[src/rtl/if_id_stage.sv]
`default_nettype none
// ============================================================================
//  Module   : if_id_stage
//  Purpose  : IF/ID pipeline stage with imem handshake, 1-entry skid, flush.
//             Optional perf counters enabled by the macro IF_ID_PERF_EN.
//  Revision : 1.0  initial release
// ============================================================================
module if_id_stage (
  input  logic        CLK,
  input  logic        Reset,
  input  logic [31:0] pc_in,
  input  logic        stall,
  input  logic        flush,
  output logic        imem_req,
  output logic [31:0] imem_addr,
  input  logic        imem_ready,
  input  logic [31:0] imem_rdata,
  output logic        pc_hold,
  output logic [31:0] pc_hold_val,
  output logic        id_valid,
  output logic [31:0] id_pc,
  output logic [31:0] id_instr,
  output logic [31:0] id_pc_plus4,
  output logic [31:0] perf_fetch_cnt,
  output logic [31:0] perf_bubble_cnt
);

  typedef enum logic [1:0] {
    RUN  = 2'd0,
    WAIT = 2'd1,
    HOLD = 2'd2,
    DROP = 2'd3
  } state_t;

  state_t      r_state, w_next_state;
  logic [31:0] r_req_addr;
  logic [31:0] r_skid_pc, r_skid_instr;
  logic        w_load_resp, w_load_skid, w_store_skid;
  logic        w_bubble, w_clear_id, w_capture;

  always_ff @(posedge CLK or posedge Reset) begin
    if (Reset) r_state <= RUN;
    else       r_state <= w_next_state;
  end

  always_comb begin
    w_next_state = r_state;
    imem_req     = 1'b1;
    imem_addr    = r_req_addr;
    pc_hold      = 1'b0;
    w_load_resp  = 1'b0;
    w_load_skid  = 1'b0;
    w_store_skid = 1'b0;
    w_bubble     = 1'b0;
    w_clear_id   = 1'b0;
    w_capture    = 1'b0;
    case (r_state)
      RUN, WAIT: begin
        if (r_state == RUN) imem_addr = pc_in;
        pc_hold = ~imem_ready;
        if (imem_ready) begin
          if (stall) begin
            w_store_skid = 1'b1;
            w_next_state = HOLD;
          end else begin
            w_load_resp  = 1'b1;
            w_next_state = RUN;
          end
        end else begin
          // No instruction for ID this cycle: a non-stalled ID consumes a bubble
          w_capture    = (r_state == RUN);
          w_bubble     = ~stall;
          w_next_state = WAIT;
        end
      end
      HOLD: begin
        imem_req  = 1'b0;
        imem_addr = pc_in;
        pc_hold   = 1'b1;
        if (!stall) begin
          w_load_skid  = 1'b1;
          w_next_state = RUN;
        end
      end
      DROP: begin
        pc_hold = 1'b1;
        if (imem_ready) w_next_state = RUN;
      end
    endcase

    if (flush) begin
      pc_hold      = 1'b0;
      w_clear_id   = 1'b1;
      w_load_resp  = 1'b0;
      w_load_skid  = 1'b0;
      w_store_skid = 1'b0;
      w_bubble     = 1'b0;
      w_capture    = (r_state == RUN) && !imem_ready;
      if (r_state == HOLD || imem_ready) w_next_state = RUN;
      else                               w_next_state = DROP;
    end
  end

  assign pc_hold_val = imem_addr;

  always_ff @(posedge CLK or posedge Reset) begin
    if (Reset) begin
      r_req_addr   <= 32'h0;
      r_skid_pc    <= 32'h0;
      r_skid_instr <= 32'h0;
      id_valid     <= 1'b0;
      id_pc        <= 32'h0;
      id_instr     <= 32'h0;
      id_pc_plus4  <= 32'h0;
    end else begin
      if (w_capture) r_req_addr <= pc_in;

      if (w_store_skid) begin
        r_skid_pc    <= imem_addr;
        r_skid_instr <= imem_rdata;
      end else if (w_clear_id) begin
        r_skid_pc    <= 32'h0;
        r_skid_instr <= 32'h0;
      end

      if (w_clear_id) begin
        id_valid    <= 1'b0;
        id_pc       <= 32'h0;
        id_instr    <= 32'h0;
        id_pc_plus4 <= 32'h0;
      end else if (w_load_resp) begin
        id_valid    <= 1'b1;
        id_pc       <= imem_addr;
        id_instr    <= imem_rdata;
        id_pc_plus4 <= imem_addr + 32'd4;
      end else if (w_load_skid) begin
        id_valid    <= 1'b1;
        id_pc       <= r_skid_pc;
        id_instr    <= r_skid_instr;
        id_pc_plus4 <= r_skid_pc + 32'd4;
      end else if (w_bubble) begin
        id_valid    <= 1'b0;
      end
    end
  end

`ifdef IF_ID_PERF_EN
  logic [31:0] r_fetch_cnt, r_bubble_cnt;

  always_ff @(posedge CLK or posedge Reset) begin
    if (Reset) begin
      r_fetch_cnt  <= 32'h0;
      r_bubble_cnt <= 32'h0;
    end else begin
      if (w_load_resp || w_load_skid) r_fetch_cnt  <= r_fetch_cnt + 32'd1;
      if (!id_valid)                  r_bubble_cnt <= r_bubble_cnt + 32'd1;
    end
  end

  assign perf_fetch_cnt  = r_fetch_cnt;
  assign perf_bubble_cnt = r_bubble_cnt;
`else
  assign perf_fetch_cnt  = 32'h0;
  assign perf_bubble_cnt = 32'h0;
`endif

endmodule
`default_nettype wire

[config.mk]
export PLATFORM = sky130hd
export DESIGN_NAME = if_id_stage
export DESIGN_NICKNAME = d
export VERILOG_FILES = /design/src/rtl/if_id_stage.sv
export SDC_FILE = /design/constraint.sdc
export NUM_CORES = 1
export LEC_CHECK = 0
export BUFFER_PORTS_ARGS = -buffer_cell sky130_fd_sc_hd__buf_2
export CELL_PAD_IN_SITES_DETAIL_PLACEMENT = 1
export CELL_PAD_IN_SITES_GLOBAL_PLACEMENT = 1
export CORE_MARGIN = 2
export CORE_UTILIZATION = 43
export CTS_BUF_LIST = sky130_fd_sc_hd__clkbuf_4
export DETAILED_ROUTE_END_ITERATION = 7
export PLACE_DENSITY = 0.95
export SLEW_MARGIN = 25
export SYNTH_ARGS = -nofsm -noshare
export SYNTH_HDL_FRONTEND = slang
export SYNTH_SLANG_ARGS = --single-unit
export TNS_END_PERCENT = 1
[constraint.sdc]
create_clock -name CLK -period 10.3 [get_ports CLK]
set_clock_uncertainty 0.1 [all_clocks]
set_input_delay 0.515 -clock CLK [delete_from_list [all_inputs] [get_ports CLK]]
set_output_delay 0.515 -clock CLK [all_outputs]
set_load 0.01 [all_outputs]
==> impl_metrics.toml, run 1 <==
[clock_network]
clk_latency_ns = 0.64
clockBufferDepth = 2
clk_pin_slew_ns = 0.19
h-tree-depth = 4
cts_tree = "done"
numCtsBuffers = 17
cts_root_buf = "clkbuf_4"
cts.sink_count = 193

[critical_path]
crit_arrival_ns = 4.10
crit_fanout = 74
setup.worst_path.class = "reg2reg"
critPathMaxStageDelay_ns = 0.71
path_cells = "or4b_2 -> buf_4 -> o21ai_0 -> ha_1 -> nand3_1 -> nor3_2 -> nand2_1 -> xnor2_1 -> o21ai_1"
critPathRequiredTime_ns = 10.69
startpoint_type = "flip-flop"
slowest_stage = "or4b_2"
end_kind = "flip-flop"

[floorplan]
coreArea_um2 = 22600
start_util_pct = 43.6
die_h_um = 155
die_w_um = 155
io_pins = 296
dieArea_um2 = 24100
rows = 55

[route]
vias = 8669
drt_pass1_iterations = 8
drtAntennaViolNets = 0
vias_per_cell = 5.74
totalWireLength_mm = 34.5
drc = 0
drtIter0Drc = 909
routedWlPerCell_um = 22.9

[finish]
area_growth_pct = 14.9
drive_gt1_share_pct = 26.5
fillers = 2647
final_net_count = 1277

[logic_synthesis]
ys_seq_area_share_pct = 49.1
synth-seq-cells = 193
synth_warnings = 0
async_reset_ff_share_pct = 100
ys.flop_type = "dfrtp_1"
synth-edff-count = 0
synthTopCellsByArea = "dfrtp_1 (49%), buf_4 (7.6%), o21ai_0 (5.1%)"
netlist.area_leader.share_pct = 49.1
synth.avg_cell_area_um2 = 9.66
synth_cell_types = 50
synth_area_um2 = 9840
synth_cells = 1019
synth_top_cell_by_area = "dfrtp_1"

[placement]
port_buffers = 231
gp_congestion = 0.851
dp_hpwl_mm = 22.1

[grt]
grt_pass1_vias = 8948
grt-ovfl-total = 0
met1_usage_pct = 36.7
grt_usage_pct = 28.2
busiest_layer = "met2"
met2_usage_pct = 44.8
antenna_found_initial = 6
grt_start_max_net_pins = 120
grt_first_pass_wirelength_mm = 52.3
grt_use_met3_pct = 6.02

[timing]
setup_viol = 0
fmax_ghz = 0.269
rsz0062_at_grt = "false"
post-route-period-util_pct = 36.1
whs_ns = 0.0165
fin_crit_ns = 3.72
slew_violations = 0
hold_violations = 0
finalSetupTns_ns = 0
slew_headroom_pct = 37.6
worst-slew-pin-transition_ns = 0.934

[hold_path]
hp-class = "in2reg"

[status]
outcome = "complete, no violations"

[flow_run]
max-cap-violations = 0

[power]
leakagePower_uw = 0.00555
vdd.ir_drop.worst_v = 0.0000853
p_per_area_nw_per_um2 = 191
==> critical path: cells and delay by family, from the launching register on <==
kind / cells / cell delay, ns
and+or+nand+nor: 4 / 1.55
buffers and inverters: 1 / 0.36
adders and majority gates: 1 / 0.28
DFF: 1 / 0.52
xor gates and xnor gates: 1 / 0.20
AOI/OAI and AO/OA: 2 / 0.54
==> final cells by class <==
class	count	area (um2)	share of cell area, %
sequential	193	4830	42.7
multi-input combinational	689	4150	36.7
tap	285	357	3.15
timing repair buffer	273	1550	13.7
clock inverter	15	150	1.33
antenna	4	10.0	0.0885
clock buffer	17	128	1.13
inverter	33	131	1.16
==> logic make-up after synthesis <==
| group | Yosys count | synth area share [%] |
|---|---|---|
| AO/OA/AOI/OAI | 251 | 15.0 |
| XOR/XNOR | 27 | 2.40 |
| other | 1 | 0.0381 |
| adder cells (fa/ha/maj) | 1 | 0.127 |
| AND/OR/NAND/NOR | 281 | 14.8 |
| buffers and inverters | 200 | 11.6 |
| multiplexers | 65 | 7.03 |
| flip-flops | 193 | 49.1 |
==> synth_stat cells (2+ instances only) <==
cell	n
a211oi_1	4
a21o_1	4
a21oi_1	64
a221o_1	2
a22o_1	34
a22oi_1	2
a31oi_1	4
and3_1	4
buf_2	10
buf_4	99
clkbuf_1	57
dfrtp_1	193
inv_1	33
mux2_2	33
mux2i_1	32
nand2_1	116
nand2b_1	2
nand3_1	16
nand3b_1	33
nand4_1	7
nor2_1	42
nor2b_1	4
nor3_1	9
nor3_2	2
nor3b_1	36
nor4_1	3
o211ai_1	2
o21ai_0	101
o21ai_1	25
xnor2_1	16
xor2_1	11
==> stage by stage <==
stage	utilization, %	instances	total power, uW	setup slack [ns]	instance area, um2
final	50.1	1509	2160	6.58	11300
after detailed placement	47.5	1443	1690	6.18	10700
after global placement	47.5	1443	1650	6.42	10700
after global routing	50.1	1508	2260	6.41	11300
after floorplan	-	1082	1480	4.43	10100
after CTS	49.7	1497	2120	6.64	11200
==> flip-flops by register name, summed over array words and instances (netlist names) <==
name / count
r_skid_instr: 32
id_pc: 32
r_req_addr: 32
id_valid: 1
id_instr: 32
r_skid_pc: 32
r_state: 2
id_pc_plus4: 30
==> final timing paths <==
kind / start / to / slack (ns) / depth (start not counted)
worst max-delay path: r_state[1] / id_pc_plus4[24] / 6.58 / 9
worst max register to register: r_state[1] / id_pc_plus4[24] / 6.58 / 9
min in group asynchronous: Reset / r_req_addr[21] / 0.52 / 3
max in group asynchronous: Reset / r_skid_pc[30] / 8.31 / 4
worst min register to register: id_pc[29] / id_pc[29] / 0.41 / 2
worst min-delay path: imem_rdata[10] / r_skid_instr[10] / 0.02 / 2
==> routing by layer <==
metal  vias up  part of all wire [%]
met5         -                 0.061
met1      4350                    41
li1       3722                     -
met4         4                   4.2
met3       109                   7.2
met2       484                    48
==> where the power goes <==
part	total [uW]	internal (uW)	switching (uW)
sequential	982	883	99.3
combinational	736	267	469
clock	440	128	313
total	2160	1280	881
==> cell usage in the layout, fill, tap and decap left out, types with 16 or more instances in the layout <==
cell	synthesis	final
nor3b_1	36	36
buf_2	10	231
nand2_1	116	116
o21ai_1	25	24
dfrtp_1	193	192
dlygate4sd3_1	0	30
nor2_1	42	41
conb_1	1	64
a21oi_1	64	63
xnor2_1	16	16
nand3b_1	33	33
mux2i_1	32	32
mux2_2	33	33
inv_1	33	32
a22o_1	34	34
o21ai_0	101	101
clkbuf_4	0	17
nand3_1	16	16
==> repair_timing <==
action	CTS	global route
buffers inserted	0	0
hold endpoints to repair	85	11
endpoints found under the setup margin	0	0
gates resized for setup	0	0
hold buffers	22	8
Power figures use the tool's default switching activity.
==> run 2: changes to the inputs <==
Settings changed: CORE_UTILIZATION 43 to 36, PLACE_DENSITY 0.95 to 0.89.
Clock period 10.3 ns to 3.4 ns, I/O delays scaled along.
==> run 2 against run 1 <==
  * Non-clock buffer count is 56 higher
  * Setup slack lost 6.5 ns
  * Largest cell class unchanged
  * Combinational power grew to 3.2 times the previous value
  * Sequential cell count is the same
  * Largest power group unchanged
  * Global-route usage down 4.8 points
  * Maximum frequency rose by 13%
  * Via count fell by 0.48%
  * Final cell count grew 7.4%
  * Clock power rose to 3.0 times the previous value
  * Sequential power grew to 3.0 times the previous value
==> impl_metrics.toml, run 2 (synthesized netlist as in run 1, its figures left out) <==
[status]
outcome = "complete, no violations"

[finish]
fin_util_pct = 44.5
final_net_count = 1333
mostFrequentLayoutCells = "buf_2 (231), dfrtp_1 (192), nand2_1 (116), o21ai_0 (101), dlygate4sd3_1 (68)"
area_growth_pct = 21.5
drive_gt1_share_pct = 26.7
mostFrequentLayoutCell = "buf_2"

[clock_network]
cts.sink_count = 193
h-tree-depth = 4
post-cts-setup-buffers = 0
clk_latency_ns = 0.62
numCtsBuffers = 17
cts_root_buf = "clkbuf_4"
cts_tree = "done"
clockBufferDepth = 2
clk_pin_slew_ns = 0.15

[timing]
post-route-period-util_pct = 96.7
slew_headroom_pct = 39.6
rsz0062_at_grt = "false"
finalSetupTns_ns = 0
worst-slew-pin-transition_ns = 0.903
fin_crit_ns = 3.29
hold_violations = 0
fmax_ghz = 0.304
setup_viol = 0
slew_violations = 0
fin_ws_ns = 0.111

[critical_path]
crit_fanout = 15
critPathMaxStageDelay_ns = 0.72
reg2reg_slack_ns = 0.11
crit_arrival_ns = 3.64
path_cells = "or4b_4 -> o21ai_0 -> ha_1 -> nand3_1 -> nor3_1 -> o211ai_1 -> xnor2_1 -> o21ai_1"
path_buf_inv = 0
crit_family = "simple AND/OR/NAND/NOR gates"
end_kind = "flip-flop"
startpoint_type = "flip-flop"
slowest_stage = "or4b_4"
setup.worst_path.class = "reg2reg"
critPathRequiredTime_ns = 3.76

[floorplan]
start_util_pct = 36.6
coreArea_um2 = 26900
io_pins = 296
die_w_um = 169
die_h_um = 169
rows = 60
dieArea_um2 = 28700

[placement]
dp_hpwl_mm = 22.6
gp_congestion = 0.874
place_ws_ns = 0.0229
port_buffers = 231

[route]
drtIter0Drc = 628
routedWlPerCell_um = 21.0
drc = 0
drtAntennaViolNets = 0
totalWireLength_mm = 34.1
vias_per_cell = 5.33
vias = 8627
drt_pass1_iterations = 5

[grt]
grt_pass1_vias = 9129
grt-ovfl-total = 0
grt_first_pass_wirelength_mm = 52.2
antenna_found_initial = 4
grt_usage_pct = 23.3
grt_start_max_net_pins = 119

[hold_path]
hp-class = "in2reg"

[flow_run]
max-cap-violations = 0

[power]
leakagePower_uw = 0.00583
vdd.ir_drop.worst_v = 0.000218
p_per_area_nw_per_um2 = 554
-- run 2: cell count changes in the layout (fill, tap and decap cells not counted), moves of 3 or more --
cell and change:
dlygate4sd3_1 +38, buf_4 +15, buf_12 +4, inv_8 -4
clkbuf_4 +3
-- run 2: layout make-up --
class,count,area (um2)
antenna,4,10.0
clock buffer,20,150
clock inverter,11,133
fill,3156,14900
inverter,33,128
multi-input combinational,689,4170
sequential,193,4830
tap,341,427
timing repair buffer,329,2110
-- run 2: path summary, 6_finish.rpt --
| path | start | end | cells after the start |
|---|---|---|---|
| min in group asynchronous | Reset | r_req_addr[28] | 4 |
| worst max register to register | r_state[1] | id_pc_plus4[18] | 8 |
| worst min-delay path | flush | id_pc[22] | 4 |
| max in group asynchronous | Reset | r_state[0] | 5 |
| worst max-delay path | r_state[1] | id_pc_plus4[18] | 8 |
| worst min register to register | id_pc_plus4[13] | id_pc_plus4[13] | 2 |
-- run 2: stage by stage --
step | cells | area (um2) | hold WS (ns) | total power, uW
CTS | 1616 | 11900 | 0.0722 | 6530
global route | 1619 | 12000 | 0.114 | 6940
detailed placement | 1517 | 11000 | 0.0331 | 5210
floorplan | 1082 | 10100 | 0.187 | 4470
global placement | 1517 | 11000 | 0.0295 | 5100
finish | 1620 | 12000 | 0.109 | 6630
-- run 2: layer usage --
layer  up-vias  GRT usage, %  share of wire (%)
li1       3838             -                  -
met1      4318          30.3                 42
met2       363          37.7                 48
met3       108          3.80                5.2
met4         0          12.0                4.8
met5         -             0                  0
-- run 2: tightest hold or removal path, cell delays in order --
cell	delay, ns
buf_2	0.13
nor4b_2	0.11
mux2i_1	0.19
o21ai_0	0.19
-- run 2: what timing repair did --
action                                  in CTS  in global routing
resized for setup                            1                  2
hold endpoints to repair                   305                  0
endpoints found under the setup margin       2                 15
hold buffers                                68                  0
-- run 2: power breakdown --
part	total [uW]	internal (uW)	switching [uW]
Combinational	2330	915	1420
Sequential	2990	2680	312
Clock	1310	465	842
Total	6630	4060	2570
==> run 3: changes to the inputs <==
Settings changed: CORE_UTILIZATION 36 to 40, PLACE_DENSITY 0.89 to 0.93.
Clock period 3.4 ns to 3.6 ns, I/O delays scaled along.
==> run 3 against run 2 <==
  * Final cell count decreased by 1.8%
  * Design area fell by 0.85%
  * Clock power decreased by 8%
  * Via count up 1.1%
  * Combinational power fell by 5%
  * Largest cell class unchanged
==> impl_metrics.toml, run 3 (synthesized netlist as in run 1, its figures left out) <==
[status]
outcome = "complete, no violations"

[placement]
gp_congestion = 0.852
dp_hpwl_mm = 22.4
place_ws_ns = 0.233
port_buffers = 231
dp.cells = 1489

[clock_network]
numCtsBuffers = 17
post-cts-setup-buffers = 0
cts.sink_count = 193
clockBufferDepth = 2
cts_tree = "done"
clk_pin_slew_ns = 0.18
clk_latency_ns = 0.64
h-tree-depth = 4
cts_root_buf = "clkbuf_4"

[critical_path]
reg2reg_to = "id_pc_plus4[30]"
setup.worst_path.class = "reg2reg"
critPathRequiredTime_ns = 4.05
critPathMaxStageDelay_ns = 0.81
crit_arrival_ns = 3.90
r2r_cells = 9
r2r-start = "r_state[1]"
crit_fanout = 47
end_kind = "flip-flop"
slowest_stage = "or4b_2"
reg2reg_slack_ns = 0.15
crit_path_frequent_cell = "buf_4"
path_cells = "or4b_2 -> buf_4 -> buf_4 -> nor2_1 -> a21oi_1 -> nor4_1 -> nand3_1 -> xor2_1 -> o21ai_1"
startpoint_type = "flip-flop"
critPathLaunch = "r_state[1]"

[floorplan]
coreArea_um2 = 24200
die_w_um = 161
io_pins = 296
rows = 57
start_util_pct = 40.6
dieArea_um2 = 25900
die_h_um = 161

[finish]
mostFrequentLayoutCell = "buf_2"
stdcell_count = 1591
area_growth_pct = 20.4
multiInputGateArea_um2 = 4160
fillers = 2860
seq_area_um2 = 4830
mostFrequentLayoutCells = "buf_2 (231), dfrtp_1 (192), nand2_1 (116), o21ai_0 (100), dlygate4sd3_1 (67)"
drive_gt1_share_pct = 26.2
final_net_count = 1323

[timing]
setup_viol = 0
fin_crit_ns = 3.45
rsz0062_at_grt = "false"
post-route-period-util_pct = 95.7
finalSetupTns_ns = 0
worst-slew-pin-transition_ns = 0.958
whs_ns = 0.0536
fmax_ghz = 0.290
hold_violations = 0
slew_violations = 0
slew_headroom_pct = 36.0
fin_ws_ns = 0.154

[hold_path]
hp-class = "in2async"

[route]
drc = 0
routedWlPerCell_um = 21.8
totalWireLength_mm = 34.7
drtIter0Drc = 742
drtAntennaViolNets = 0
drt_pass1_iterations = 4
vias = 8721
vias_per_cell = 5.48

[power]
leakagePower_uw = 0.00577
vdd.ir_drop.worst_v = 0.000184
swShare_pct = 39.8
power.switching_uw = 2500
p_comb_share_pct = 35.2
clkPwrFrac_pct = 19.3
power_frac_seq_pct = 45.4
p_per_area_nw_per_um2 = 528
power.internal_uw = 3770
power_uw = 6260

[grt]
grt_start_max_net_pins = 194
grt_first_pass_wirelength_mm = 52.5
grt-ovfl-total = 0
grt_usage_pct = 25.9
antenna_found_initial = 2
grt_pass1_vias = 8997

[flow_run]
max-cap-violations = 0
[run 3: cell types whose count changed in the layout (fill, tap and decap cells not counted), moves of 2 or more]
cell | before | now
buf_4 | 26 | 16
clkinv_2 | 1 | 6
clkbuf_4 | 20 | 17
clkinv_4 | 4 | 1
buf_16 | 0 | 2
diode_2 | 4 | 2
[run 3: final cells by class]
| class | count | share of cell area [%] |
|---|---|---|
| clock inverter | 14 | 1.18 |
| sequential | 193 | 40.8 |
| inverter | 33 | 1.08 |
| tap | 324 | 3.42 |
| clock buffer | 17 | 1.08 |
| timing repair buffer | 319 | 17.4 |
| multi-input combinational | 689 | 35.1 |
| antenna | 2 | 0.0422 |
[run 3: worst max-delay path by stage]
stage                      endpoint  depth (start not counted)
finish              id_pc_plus4[30]                          9
global route        id_pc_plus4[27]                          8
CTS                 id_pc_plus4[30]                          8
detailed placement  id_pc_plus4[30]                          8
global placement    id_pc_plus4[31]                          9
floorplan           id_pc_plus4[18]                         13
[run 3: timing repair]
action / CTS / global route
hold buffers: 67 / 0
hold endpoints to repair: 325 / 0
gates resized for setup: 0 / 2
setup endpoints to repair: 0 / 5
[run 3: stage by stage]
step                      util (%)  area, um2
after global routing          48.9      11900
after CTS                     48.6      11800
after detailed placement      44.7      10800
final                         48.9      11900
after floorplan                  -      10100
after global placement        44.7      10800
[run 3: metal layers]
metal / wire length [um] / part of all wire (%) / track usage [%] / vias up
met4: 1390 / 4.0 / 11.5 / 0
li1: - / - / - / 3806
met3: 2530 / 7.3 / 5.79 / 104
met2: 16200 / 47 / 40.8 / 444
met5: 0 / 0 / 0 / -
met1: 14600 / 42 / 34.5 / 4367
[run 3: worst max-delay path, delay by kind of cell, from the launching register on]
family                 cells  cell delay, ns
AO/OA/AOI/OAI              2            0.27
XOR/XNOR                   1            0.19
buffers and inverters      2            0.58
flip-flops                 1            0.52
AND/OR/NAND/NOR            4            1.68
[run 3: power groups by stage]
stage | clock network (uW) | registers (uW) | logic [uW]
3_5_place_dp | 0 | 2850 | 2040
5_1_grt | 1300 | 2880 | 2350
6_report | 1210 | 2850 | 2210
2_1_floorplan | 0 | 2790 | 1430
3_3_place_gp | 0 | 2800 | 1950
4_1_cts | 1200 | 2800 | 2110
